## config.mk

```make
export PLATFORM = sky130hd
export DESIGN_NAME = alu_word_seq_65ce02
export DESIGN_NICKNAME = d
export VERILOG_FILES = /design/src/rtl/alu_word_seq_65ce02.sv
export SDC_FILE = /design/constraint.sdc
export NUM_CORES = 1
export LEC_CHECK = 0
export BUFFER_PORTS_ARGS = -buffer_cell sky130_fd_sc_hd__buf_2
export CAP_MARGIN = 20
export CORE_UTILIZATION = 53
export DETAILED_ROUTE_END_ITERATION = 12
export PLACE_DENSITY = 0.84
export SLEW_MARGIN = 0
export SYNTH_ARGS = -nofsm -noshare
export SYNTH_HDL_FRONTEND = slang
export SYNTH_SLANG_ARGS = --single-unit
```

## constraint.sdc

```tcl
create_clock -name clk -period 5.53 [get_ports clk]
set_input_delay 1.106 -clock clk [delete_from_list [all_inputs] [get_ports clk]]
set_output_delay 1.106 -clock clk [all_outputs]
set_load 0.05 [all_outputs]
```

## src/rtl/alu_word_seq_65ce02.sv

```systemverilog
// Drives the external 8-bit ALU low byte then high byte to build 16-bit INW/DEW/ASW/ROW/ADW results.
// Latency: done 3 rdy-edges after the accepting edge; rdy=0 freezes every register, done included.
module alu_word_seq_65ce02 (
  input  logic        clk,
  input  logic        reset,
  input  logic        rdy,
  input  logic        start,
  input  logic [2:0]  op,
  input  logic [15:0] a_in,
  input  logic [15:0] b_in,
  input  logic        c_in,
  output logic        busy,
  output logic        done,
  output logic [15:0] result,
  output logic        n_out,
  output logic        z_out,
  output logic        c_out,
  output logic        v_out,
  output logic [3:0]  alu_op,
  output logic        alu_right,
  output logic        alu_arith,
  output logic        alu_bcd,
  output logic [7:0]  alu_ai,
  output logic [7:0]  alu_bi,
  output logic        alu_ci,
  output logic        alu_rdy,
  input  logic [7:0]  alu_out,
  input  logic        alu_co,
  input  logic        alu_v
);

  localparam logic [2:0] OP_INW = 3'd0;
  localparam logic [2:0] OP_DEW = 3'd1;
  localparam logic [2:0] OP_ASW = 3'd2;
  localparam logic [2:0] OP_ROW = 3'd3;
  localparam logic [2:0] OP_ADW = 3'd4;

  typedef enum logic [1:0] {IDLE, LO, HI, FIN} state_t;

  state_t      state;
  logic [2:0]  op_q;
  logic [15:0] a_q;
  logic [15:0] b_q;
  logic        c_q;
  logic [7:0]  result_lo;
  logic [15:0] word;
  logic [3:0]  op_code;
  logic        ci_lo;
  logic [15:0] bi_word;

  assign busy      = (state != IDLE);
  assign alu_right = 1'b0;
  assign alu_arith = 1'b0;
  assign alu_bcd   = 1'b0;
  assign alu_rdy   = rdy;
  assign word      = {alu_out, result_lo};

  // op_q only ever holds a legal op, so the default arm is ADW.
  always_comb begin
    op_code = 4'b0011;
    ci_lo   = 1'b0;
    bi_word = 16'h0000;
    case (op_q)
      OP_INW: ci_lo = 1'b1;
      OP_DEW: op_code = 4'b0111;
      OP_ASW: op_code = 4'b1011;
      OP_ROW: begin
        op_code = 4'b1011;
        ci_lo   = c_q;
      end
      default: begin
        bi_word = b_q;
        ci_lo   = c_q;
      end
    endcase
  end

  // High byte takes its carry straight from the ALU's registered low-byte carry.
  always_comb begin
    alu_op = 4'b1111;
    alu_ai = 8'h00;
    alu_bi = 8'h00;
    alu_ci = 1'b0;
    case (state)
      LO: begin
        alu_op = op_code;
        alu_ai = a_q[7:0];
        alu_bi = bi_word[7:0];
        alu_ci = ci_lo;
      end
      HI: begin
        alu_op = op_code;
        alu_ai = a_q[15:8];
        alu_bi = bi_word[15:8];
        alu_ci = alu_co;
      end
      default: ;
    endcase
  end

  always_ff @(posedge clk or posedge reset) begin
    if (reset) begin
      state     <= IDLE;
      op_q      <= OP_INW;
      a_q       <= 16'h0000;
      b_q       <= 16'h0000;
      c_q       <= 1'b0;
      result_lo <= 8'h00;
      result    <= 16'h0000;
      n_out     <= 1'b0;
      z_out     <= 1'b0;
      c_out     <= 1'b0;
      v_out     <= 1'b0;
      done      <= 1'b0;
    end else if (rdy) begin
      done <= 1'b0;
      case (state)
        IDLE: begin
          if (start && (op <= OP_ADW)) begin
            op_q  <= op;
            a_q   <= a_in;
            b_q   <= b_in;
            c_q   <= c_in;
            state <= LO;
          end
        end
        LO: state <= HI;
        HI: begin
          result_lo <= alu_out;
          state     <= FIN;
        end
        default: begin
          result <= word;
          n_out  <= word[15];
          z_out  <= (word == 16'h0000);
          c_out  <= alu_co;
          v_out  <= alu_v;
          done   <= 1'b1;
          state  <= IDLE;
        end
      endcase
    end
  end

endmodule

```

==> key figures, run 1 <==
Global route
  – Initial antenna violation count: 0
  – Gr ovfl total: 0
  – Overall Global Routing Usage: 21.4%
  – Vias in the first global route: 2,018
  – Largest net degree at the start of global routing: 67
  – First-pass GRT wire length: 9.56 mm

Critical path
  – Crit path max-delay cell type: ha_1
  – R2r setup slk: 3370 ps
  – R2R Path Start: state[0]
  – Reg2reg path depth: 5
  – Worst path arrival time: 2130 ps
  – CP max FO: 19
  – Reg2reg end: c_q
  – Crit-path cells: inv_1, ha_1, a22oi_1, nor2b_1, buf_2
  – Critical Path Start Type: register
  – Crit end category: output pin
  – Worst Path Class, Setup: reg2out
  – Worst setup path start: state[0]
  – Critical path destination: alu_ai[4]
  – Worst endpoint required time: 4420 ps
  – Slowest stage delay, CP: 650 ps

Place
  – RD Place Congestion: 0.740
  – Dpl hpwl: 4.06 mm
  – Placed cell count: 365
  – Port buffer count: 91

Yosys
  – Seq/Total Area, Yosys: 56.5%
  – Flops & latches, synth: 66
  – Mapped Cells: 217
  – Top cells by count, synth: dfrtp_1, mux2_2, mux2_1, a22oi_1, nor2_1
  – Synth unique cells: 28
  – Post-Syn Area per Cell: 13.5 µm²
  – Count leader, synth: dfrtp_1
  – Post-synthesis async set-or-reset flop share: 100%
  – Area contributors post-synth: dfrtp_1, mux2_2, mux2_1, a22oi_1, buf_4
  – Post-synth EDFFs: 0
  – Post-Synthesis Cell Area: 2920 µm²
  – Ys Warns: 0
  – Synth top area share: 56.5%
  – Top FF cell, synth: dfrtp_1
  – Dominant cell type by area after synthesis: dfrtp_1

Drt
  – ANT nets after route: 0
  – WL/cell: 15.3 µm
  – DRC: 0
  – Post-Route WL: 5.82 mm
  – Via count: 2,014
  – Initial DRT Pass Iterations: 4
  – DRT iter0 DRCs: 84
  – Via density: 5.29

Layout
  – N_diodes: 0
  – Fillers: 397
  – Area Overhead vs Synth: 21.4%
  – Reg area: 1650 µm²
  – Share of cells above drive strength 1: 45.7%
  – Multi-input gate area: 1140 µm²
  – Fin nets: 360
  – Final std cells w/o fill: 381

Die
  – DIE AREA: 5820 µm²
  – Initial Utilization: 56.2%
  – Chip Width: 76.3 µm
  – Die height: 76.3 µm
  – Row cnt: 26
  – Top-Level Pins: 97
  – Placeable Area: 5200 µm²

Timing
  – Slew Viols, Final: 0
  – Final setup vio count: 0
  – Clock Skews: 6.48 ps
  – Setup TNS: 0 ps
  – RSZ-0062 raised after global routing: no
  – F_max: 309 MHz
  – Slew headroom: 31.6%
  – Final hold violation count: 0
  – Worst-Margin Slew: 1020 ps
  – Period utilization: 58.6%
  – Fin crit period: 3240 ps

Power and ir drop
  – Leak pwr: 0.00173 µW
  – Pwr Density: 683 nW/µm²
  – VDD IR max: 0.470 mV

Worst hold path
  – HP Class: reg2reg

Clock tree
  – CTS sink cnt: 66
  – Worst-Skew Late Latency: 330 ps
  – CTS Buf Count: 9
  – Post-CTS sizing: 0
  – CTS Hold Bufs: 0
  – H-tree Lvls: 3
  – Clock Tree Root: clkbuf_8
  – CTS tree: yes
  – Post-CTS Setup Inserts: 0
  – CTS Buffer Depth: 2
  – Reg clk slew, reported paths: 70 ps

Outcome
  – Status: complete, no violations

Run
  – Max-cap violations: 0
stage by stage:
stage / instance area, µm² / util (%) / worst slack [ps] / hold WS (ps) / power, µW
5_1_grt: 3550 / 68.2 / 2120 / 503 / 2560
2_1_floorplan: 2930 / - / 2110 / 459 / 1800
4_1_cts: 3550 / 68.2 / 2280 / 492 / 2440
3_3_place_gp: 3370 / 64.7 / 2690 / 459 / 2030
3_5_place_dp: 3370 / 64.7 / 2650 / 478 / 2070
6_report: 3550 / 68.2 / 2290 / 488 / 2420
cell families after synthesis:
logic type | share of synthesized area [%]
AOI/OAI and AO/OA | 6.25
adders and majority gates | 1.71
buffers and inverters | 4.92
DFF | 56.5
muxes | 24.6
other | 0.257
and+or+nand+nor | 5.74
cell usage in the layout, fill, tap and decap left out, drive strengths merged:
cell,Yosys,final
nor2b,8,8
nand2,7,7
a21boi,1,1
o21ai,3,3
nand3,2,2
mux2,63,63
a21o,1,1
conb,2,5
clkinv,0,2
o2bb2ai,1,1
a22oi,16,16
dfrtp,66,66
o21bai,1,1
clkbuf,1,14
nand4,1,1
buf,16,92
a32oi,1,1
mux2i,1,1
o21a,1,1
nor2,10,10
nor4,4,4
ha,4,4
inv,7,7
where the power goes:
part           total, µW  internal (µW)  switching (µW)  leakage, µW
Combinational       1200            385             814     0.000833
Clock                368            198             170    0.0000965
Sequential           858            723             135     0.000795
final cells by class:
class                      instances  area share, %
sequential                        66           46.5
inverter                           7          0.740
clock buffer                      14           4.86
clock inverter                     2          0.282
timing repair buffer              92           13.0
multi-input combinational        130           32.1
tap                               70           2.47
per-layer routing:
metal | GRT usage, % | vias up | part of all wire [%]
li1 | - | 935 | -
met2 | 33.2 | 87 | 47
met1 | 28.5 | 988 | 45
met3 | 5.39 | 4 | 7.0
met5 | 0 | - | 0
met4 | 9.23 | 0 | 0.76
state kept, by name, summed over array words and instances (netlist names):
signal and cells:
result 16, v_out 1, z_out 1, b_q 16, result_lo 8, a_q 16
c_out 1, done 1, op_q 3, c_q 1, state 2
critical path, delay by kind of cell (launching register included):
family | cells | cell delay [ps]
flip-flops | 1 | 400
AND/OR/NAND/NOR | 1 | 140
adder cells (fa/ha/maj) | 1 | 650
AO/OA/AOI/OAI | 1 | 220
buffers and inverters | 2 | 380
worst min-delay path by stage:
stage | startpoint | to | slack (ps) | depth (start not counted)
2_1_floorplan | b_q[0] | b_q[0] | 460 | 1
3_3_place_gp | z_out | z_out | 460 | 2
3_5_place_dp | b_q[10] | b_q[10] | 480 | 1
4_1_cts | b_q[10] | b_q[10] | 490 | 1
5_1_grt | a_q[0] | a_q[0] | 500 | 1
6_report | b_q[10] | b_q[10] | 490 | 1
Power figures use the tool's default switching activity.
==> run 2: changes to the inputs <==
- CORE_UTILIZATION: 53 -> 50
- PLACE_DENSITY: 0.84 -> 0.8
- clock period: 5.53 -> 3.18 ns (I/O delays scaled with it)
==> run 2 against run 1 <==
  * Clock skew is 3.5 ps lower
  * Hold slack hardly changed
  * Power is 80% higher
  * Final cell count is 1.0% higher
  * Sequential power is 72% higher
  * Count of clock-buffer cells in the layout is 1 lower
  * Non-clock buffer count is 3 higher
  * Largest cell class unchanged
  * Register-to-register slack worse by 2100 ps
  * Core utilization is 3.4 points lower
  * Highest routed layer unchanged
  * Setup slack worse by 1800 ps
  * Critical path depth stayed put
==> key figures, run 2 (synthesis gave the netlist of run 1 again) <==
Outcome
  – Status: complete, no violations

Critical path
  – Crit path max-delay cell type: ha_1
  – Crit end category: output pin
  – R2R Path Start: state[0]
  – Crit-path cells: inv_1, ha_1, nand2_1, nor2_1, buf_2
  – Critical Path Start Type: register
  – Worst Path Class, Setup: reg2out
  – Worst endpoint required time: 2540 ps
  – R2r setup slk: 1320 ps
  – Worst path arrival time: 2060 ps
  – Worst setup path start: state[0]
  – Reg2reg path depth: 6
  – CP max FO: 13
  – Slowest stage delay, CP: 510 ps
  – Critical path destination: alu_bi[4]
  – Reg2reg end: b_q[15]

Global route
  – Initial antenna violation count: 0
  – Overall Global Routing Usage: 19.8%
  – Gr ovfl total: 0
  – Largest net degree at the start of global routing: 67
  – Met1 usage: 26.6%
  – Global Route met3 Usage: 6.86%
  – Met2 GRT Util: 28.6%
  – Busiest grt layer: met2
  – First-pass GRT wire length: 9.17 mm
  – Vias in the first global route: 1,897

Drt
  – Initial DRT Pass Iterations: 4
  – Via density: 5.17
  – Via count: 1,992
  – Post-Route WL: 5.66 mm
  – DRC: 0
  – ANT nets after route: 0
  – DRT iter0 DRCs: 155
  – WL/cell: 14.7 µm

Die
  – Initial Utilization: 52.4%
  – Placeable Area: 5570 µm²
  – DIE AREA: 6160 µm²
  – Die height: 78.5 µm
  – Row cnt: 27
  – Chip Width: 78.5 µm
  – Top-Level Pins: 97

Timing
  – Clock Skews: 2.94 ps
  – Final setup vio count: 0
  – Final hold violation count: 0
  – F_max: 371 MHz
  – Fin crit period: 2690 ps
  – Slew headroom: 42.7%
  – Period utilization: 84.7%
  – Setup TNS: 0 ps
  – Slew Viols, Final: 0
  – Worst-Margin Slew: 858 ps
  – RSZ-0062 raised after global routing: no
  – Worst setup margin: 487 ps

Power and ir drop
  – Leak pwr: 0.00175 µW
  – VDD IR max: 0.661 mV
  – Pwr Density: 1210 nW/µm²

Clock tree
  – CTS Hold Bufs: 0
  – H-tree Lvls: 3
  – CTS sink cnt: 66
  – CTS tree: yes
  – Clock Tree Root: clkbuf_8
  – Worst-Skew Late Latency: 330 ps
  – CTS Buf Count: 9
  – CTS Buffer Depth: 2
  – Post-CTS Setup Inserts: 0
  – Reg clk slew, reported paths: 70 ps
  – Post-CTS sizing: 0

Run
  – Max-cap violations: 0

Layout
  – Most frequent cells in the layout: buf_2, dfrtp_1, mux2_2
  – N_diodes: 0
  – Fillers: 449
  – Fin nets: 363
  – Biggest regs: a_q: 16 flops, b_q: 16 flops, result: 16 flops
  – Area Overhead vs Synth: 23.5%
  – Leading cell type in the layout, fill and taps excluded: buf_2
  – Share of cells above drive strength 1: 46.0%

Place
  – Dpl ws: 891 ps
  – Port buffer count: 91
  – RD Place Congestion: 0.707
  – Dpl hpwl: 3.95 mm

Worst hold path
  – HP Class: reg2reg
==> run 2: cell count changes in the layout (fill, tap and decap cells not counted), sizes merged <==
| cell | before | now |
|---|---|---|
| buf | 92 | 95 |
| clkinv | 2 | 0 |
| bufinv | 0 | 2 |
| clkbuf | 14 | 13 |
==> run 2: through the flow <==
step / instance area, µm² / hold slack, ps / cells / power (µW) / util [%]
2_1_floorplan: 2930 / 459 / 220 / 3130 / -
3_3_place_gp: 3390 / 459 / 370 / 3550 / 60.9
3_5_place_dp: 3390 / 478 / 370 / 3610 / 60.9
4_1_cts: 3610 / 492 / 385 / 4380 / 64.8
5_1_grt: 3610 / 498 / 385 / 4590 / 64.8
6_report: 3610 / 488 / 385 / 4360 / 64.8
==> run 2: worst min-delay path by stage <==
| stage | slack [ps] | to | cells past startpoint | start |
|---|---|---|---|---|
| 4_1_cts | 490 | b_q[11] | 1 | b_q[11] |
| 3_3_place_gp | 460 | z_out | 2 | z_out |
| 5_1_grt | 500 | b_q[4] | 2 | b_in[4] |
| 3_5_place_dp | 480 | b_q[11] | 1 | b_q[11] |
| 2_1_floorplan | 460 | b_q[0] | 1 | b_q[0] |
| 6_report | 490 | a_q[7] | 1 | a_q[7] |
==> run 2: per-layer routing <==
metal | routed length (µm) | vias to the layer above
met2 | 2560 | 87
met3 | 460 | 9
li1 | - | 937
met5 | 0 | -
met1 | 2560 | 959
met4 | 75 | 0
==> run 2: where the power goes <==
| group | internal [µW] | switching [µW] | total [µW] | leakage (µW) |
|---|---|---|---|---|
| combinational | 685 | 1420 | 2100 | 0.000849 |
| clock | 481 | 292 | 773 | 0.000110 |
| sequential | 1260 | 227 | 1480 | 0.000795 |
| total | 2420 | 1940 | 4360 | 0.00175 |
==> run 2: area by class of cell <==
| class | count | area, µm² | area share [%] |
|---|---|---|---|
| Sequential cell | 66 | 1650 | 45.7 |
| Multi-Input combinational cell | 130 | 1140 | 31.5 |
| Timing Repair Buffer | 95 | 485 | 13.4 |
| Clock buffer | 13 | 159 | 4.40 |
| Tap cell | 72 | 90.1 | 2.49 |
| Clock inverter | 2 | 60.1 | 1.66 |
| Inverter | 7 | 26.3 | 0.728 |
==> run 2: critical path: cells and delay by family (launching register included) <==
kind / cells / cell delay [ps]
adders and majority gates: 1 / 510
DFF: 1 / 380
and+or+nand+nor: 2 / 470
buffers and inverters: 2 / 360
==> run 3: changes to the inputs <==
- clock period: 3.18 -> 2.6 ns (I/O delays scaled with it)
==> run 3 against run 2 <==
  * Critical endpoint is now alu_ai[3]
  * Critical path depth rose by 1
  * Highest routed layer unchanged
  * Non-clock buffer count is 2 higher
  * Design area is 1.2% higher
  * First-iteration DRC count fell by 50%
  * Global-route usage increased by 0.56 points
  * Final cell count is 0.78% higher
  * Clock power increased by 21%
==> key figures, run 3 (synthesis gave the netlist of run 1 again) <==
Global route
  – Vias in the first global route: 2,035
  – Largest net degree at the start of global routing: 41
  – Gr ovfl total: 0
  – Initial antenna violation count: 0
  – First-pass GRT wire length: 9.38 mm
  – Overall Global Routing Usage: 20.4%

Run
  – Max-cap violations: 0

Drt
  – WL/cell: 14.8 µm
  – Via density: 5.13
  – Initial DRT Pass Iterations: 4
  – ANT nets after route: 0
  – Via count: 1,989
  – DRT iter0 DRCs: 78
  – DRC: 0
  – Post-Route WL: 5.74 mm

Die
  – Die height: 78.5 µm
  – Initial Utilization: 52.4%
  – Top-Level Pins: 97
  – Placeable Area: 5570 µm²
  – Chip Width: 78.5 µm
  – DIE AREA: 6160 µm²
  – Row cnt: 27

Power and ir drop
  – Clock power share: 17.4%
  – Leak pwr: 0.00177 µW
  – Seq pwr share: 34.1%
  – Switching power share of the total: 44.6%
  – Combinational Power Share: 48.4%
  – Pwr Density: 1470 nW/µm²
  – Switching Power: 2390 µW
  – Pint: 2970 µW
  – VDD IR max: 0.872 mV

Timing
  – F_max: 410 MHz
  – Clock Skews: 3.22 ps
  – RSZ-0062 raised after global routing: no
  – Final setup vio count: 0
  – Fin crit period: 2440 ps
  – Period utilization: 93.8%
  – Slew Viols, Final: 0
  – Slew headroom: 62.5%
  – Final hold violation count: 0
  – Setup TNS: 0 ps
  – Worst-Margin Slew: 561 ps

Critical path
  – Reg2reg path depth: 6
  – Reg2reg end: a_q[8]
  – Worst endpoint required time: 2080 ps
  – R2R Path Start: state[0]
  – Worst path arrival time: 1920 ps
  – Critical Path Start Type: register
  – CP max FO: 12
  – Crit end category: output pin
  – R2r setup slk: 760 ps
  – Worst Path Class, Setup: reg2out

Clock tree
  – Post-CTS Setup Inserts: 0
  – CTS sink cnt: 66
  – CTS Buffer Depth: 2
  – Clock Tree Root: clkbuf_8
  – CTS Hold Bufs: 0
  – CTS tree: yes
  – CTS Buf Count: 9
  – H-tree Lvls: 3
  – Worst-Skew Late Latency: 330 ps
  – Reg clk slew, reported paths: 70 ps

Place
  – Placed cell count: 372
  – Port buffer count: 91
  – RD Place Congestion: 0.743
  – Dpl hpwl: 4.22 mm

Layout
  – Final std cells w/o fill: 388
  – Area Overhead vs Synth: 25.0%
  – Biggest regs: a_q: 16 flops, b_q: 16 flops, result: 16 flops
  – Share of cells above drive strength 1: 47.2%
  – Fin nets: 365
  – N_diodes: 0
  – Most frequent cells in the layout: buf_2, dfrtp_1, mux2_2
  – Leading cell type in the layout, fill and taps excluded: buf_2

Worst hold path
  – HP Class: in2async

Outcome
  – Status: complete, no violations
-- run 3: cell count changes in the layout (fill, tap and decap cells not counted) --
cell	delta
buf_12	+2
ha_2	+1
ha_1	-1
clkbuf_8	-1
clkinv_2	+2
a21boi_1	+1
clkinvlp_4	+1
clkbuf_1	-1
a21boi_0	-1
-- run 3: metal layers --
layer,part of all wire (%),up-vias,track usage (%)
met5,0,-,0
met4,0.96,0,8.52
met3,7.5,6,7.91
met2,46,81,32.3
met1,45,955,24.9
li1,-,947,-
-- run 3: worst max-delay path by stage --
| stage | from | to | slack, ps | cells after the start |
|---|---|---|---|---|
| 3_3_place_gp | state[1] | alu_ai[0] | 560 | 6 |
| 4_1_cts | state[1] | alu_bi[3] | 120 | 6 |
| 6_report | state[0] | alu_ai[3] | 160 | 6 |
| 3_5_place_dp | state[1] | alu_bi[3] | 470 | 6 |
| 2_1_floorplan | state[1] | alu_ci | 140 | 6 |
| 5_1_grt | state[0] | alu_ai[2] | 10 | 6 |
-- run 3: repair_timing --
action                                  4_1_cts  5_1_grt
gates resized for setup                       0        1
endpoints found under the setup margin        0        2
hold endpoints to repair                      0        0
-- run 3: final cells by class --
cell class	count	area [µm²]
clock buffers	11	141
clock inverters	5	77.6
fillers	441	1920
inverters	7	26.3
multi-input cells	130	1140
flip-flops and latches	66	1650
well taps	72	90.1
repair buffers	97	526
-- run 3: worst max-delay path, stage by stage, from the launching register on --
cell and delay [ps]:
dfrtp_1 410, inv_1 110, ha_1 330, buf_4 260, a22oi_1 110, nor2b_1 110
buf_2 270
-- run 3: through the flow --
stage	worst slack [ps]	cell area [µm²]	total power [µW]	hold slack, ps	util [%]
2_1_floorplan	135	2930	3830	459	-
3_3_place_gp	560	3430	4380	458	61.6
3_5_place_dp	474	3430	4460	477	61.6
4_1_cts	115	3650	5400	243	65.5
5_1_grt	11.0	3650	5660	276	65.5
6_report	160	3650	5360	235	65.5
-- run 3: power by group through the flow --
| stage | Sequential [µW] | Combinational (µW) | Clock, µW |
|---|---|---|---|
| detailed placement | 1850 | 2610 | 0 |
| floorplan | 2290 | 1530 | 0 |
| CTS | 1830 | 2620 | 952 |
| global route | 1900 | 2770 | 993 |
| global placement | 1820 | 2560 | 0 |
| finish | 1830 | 2590 | 934 |
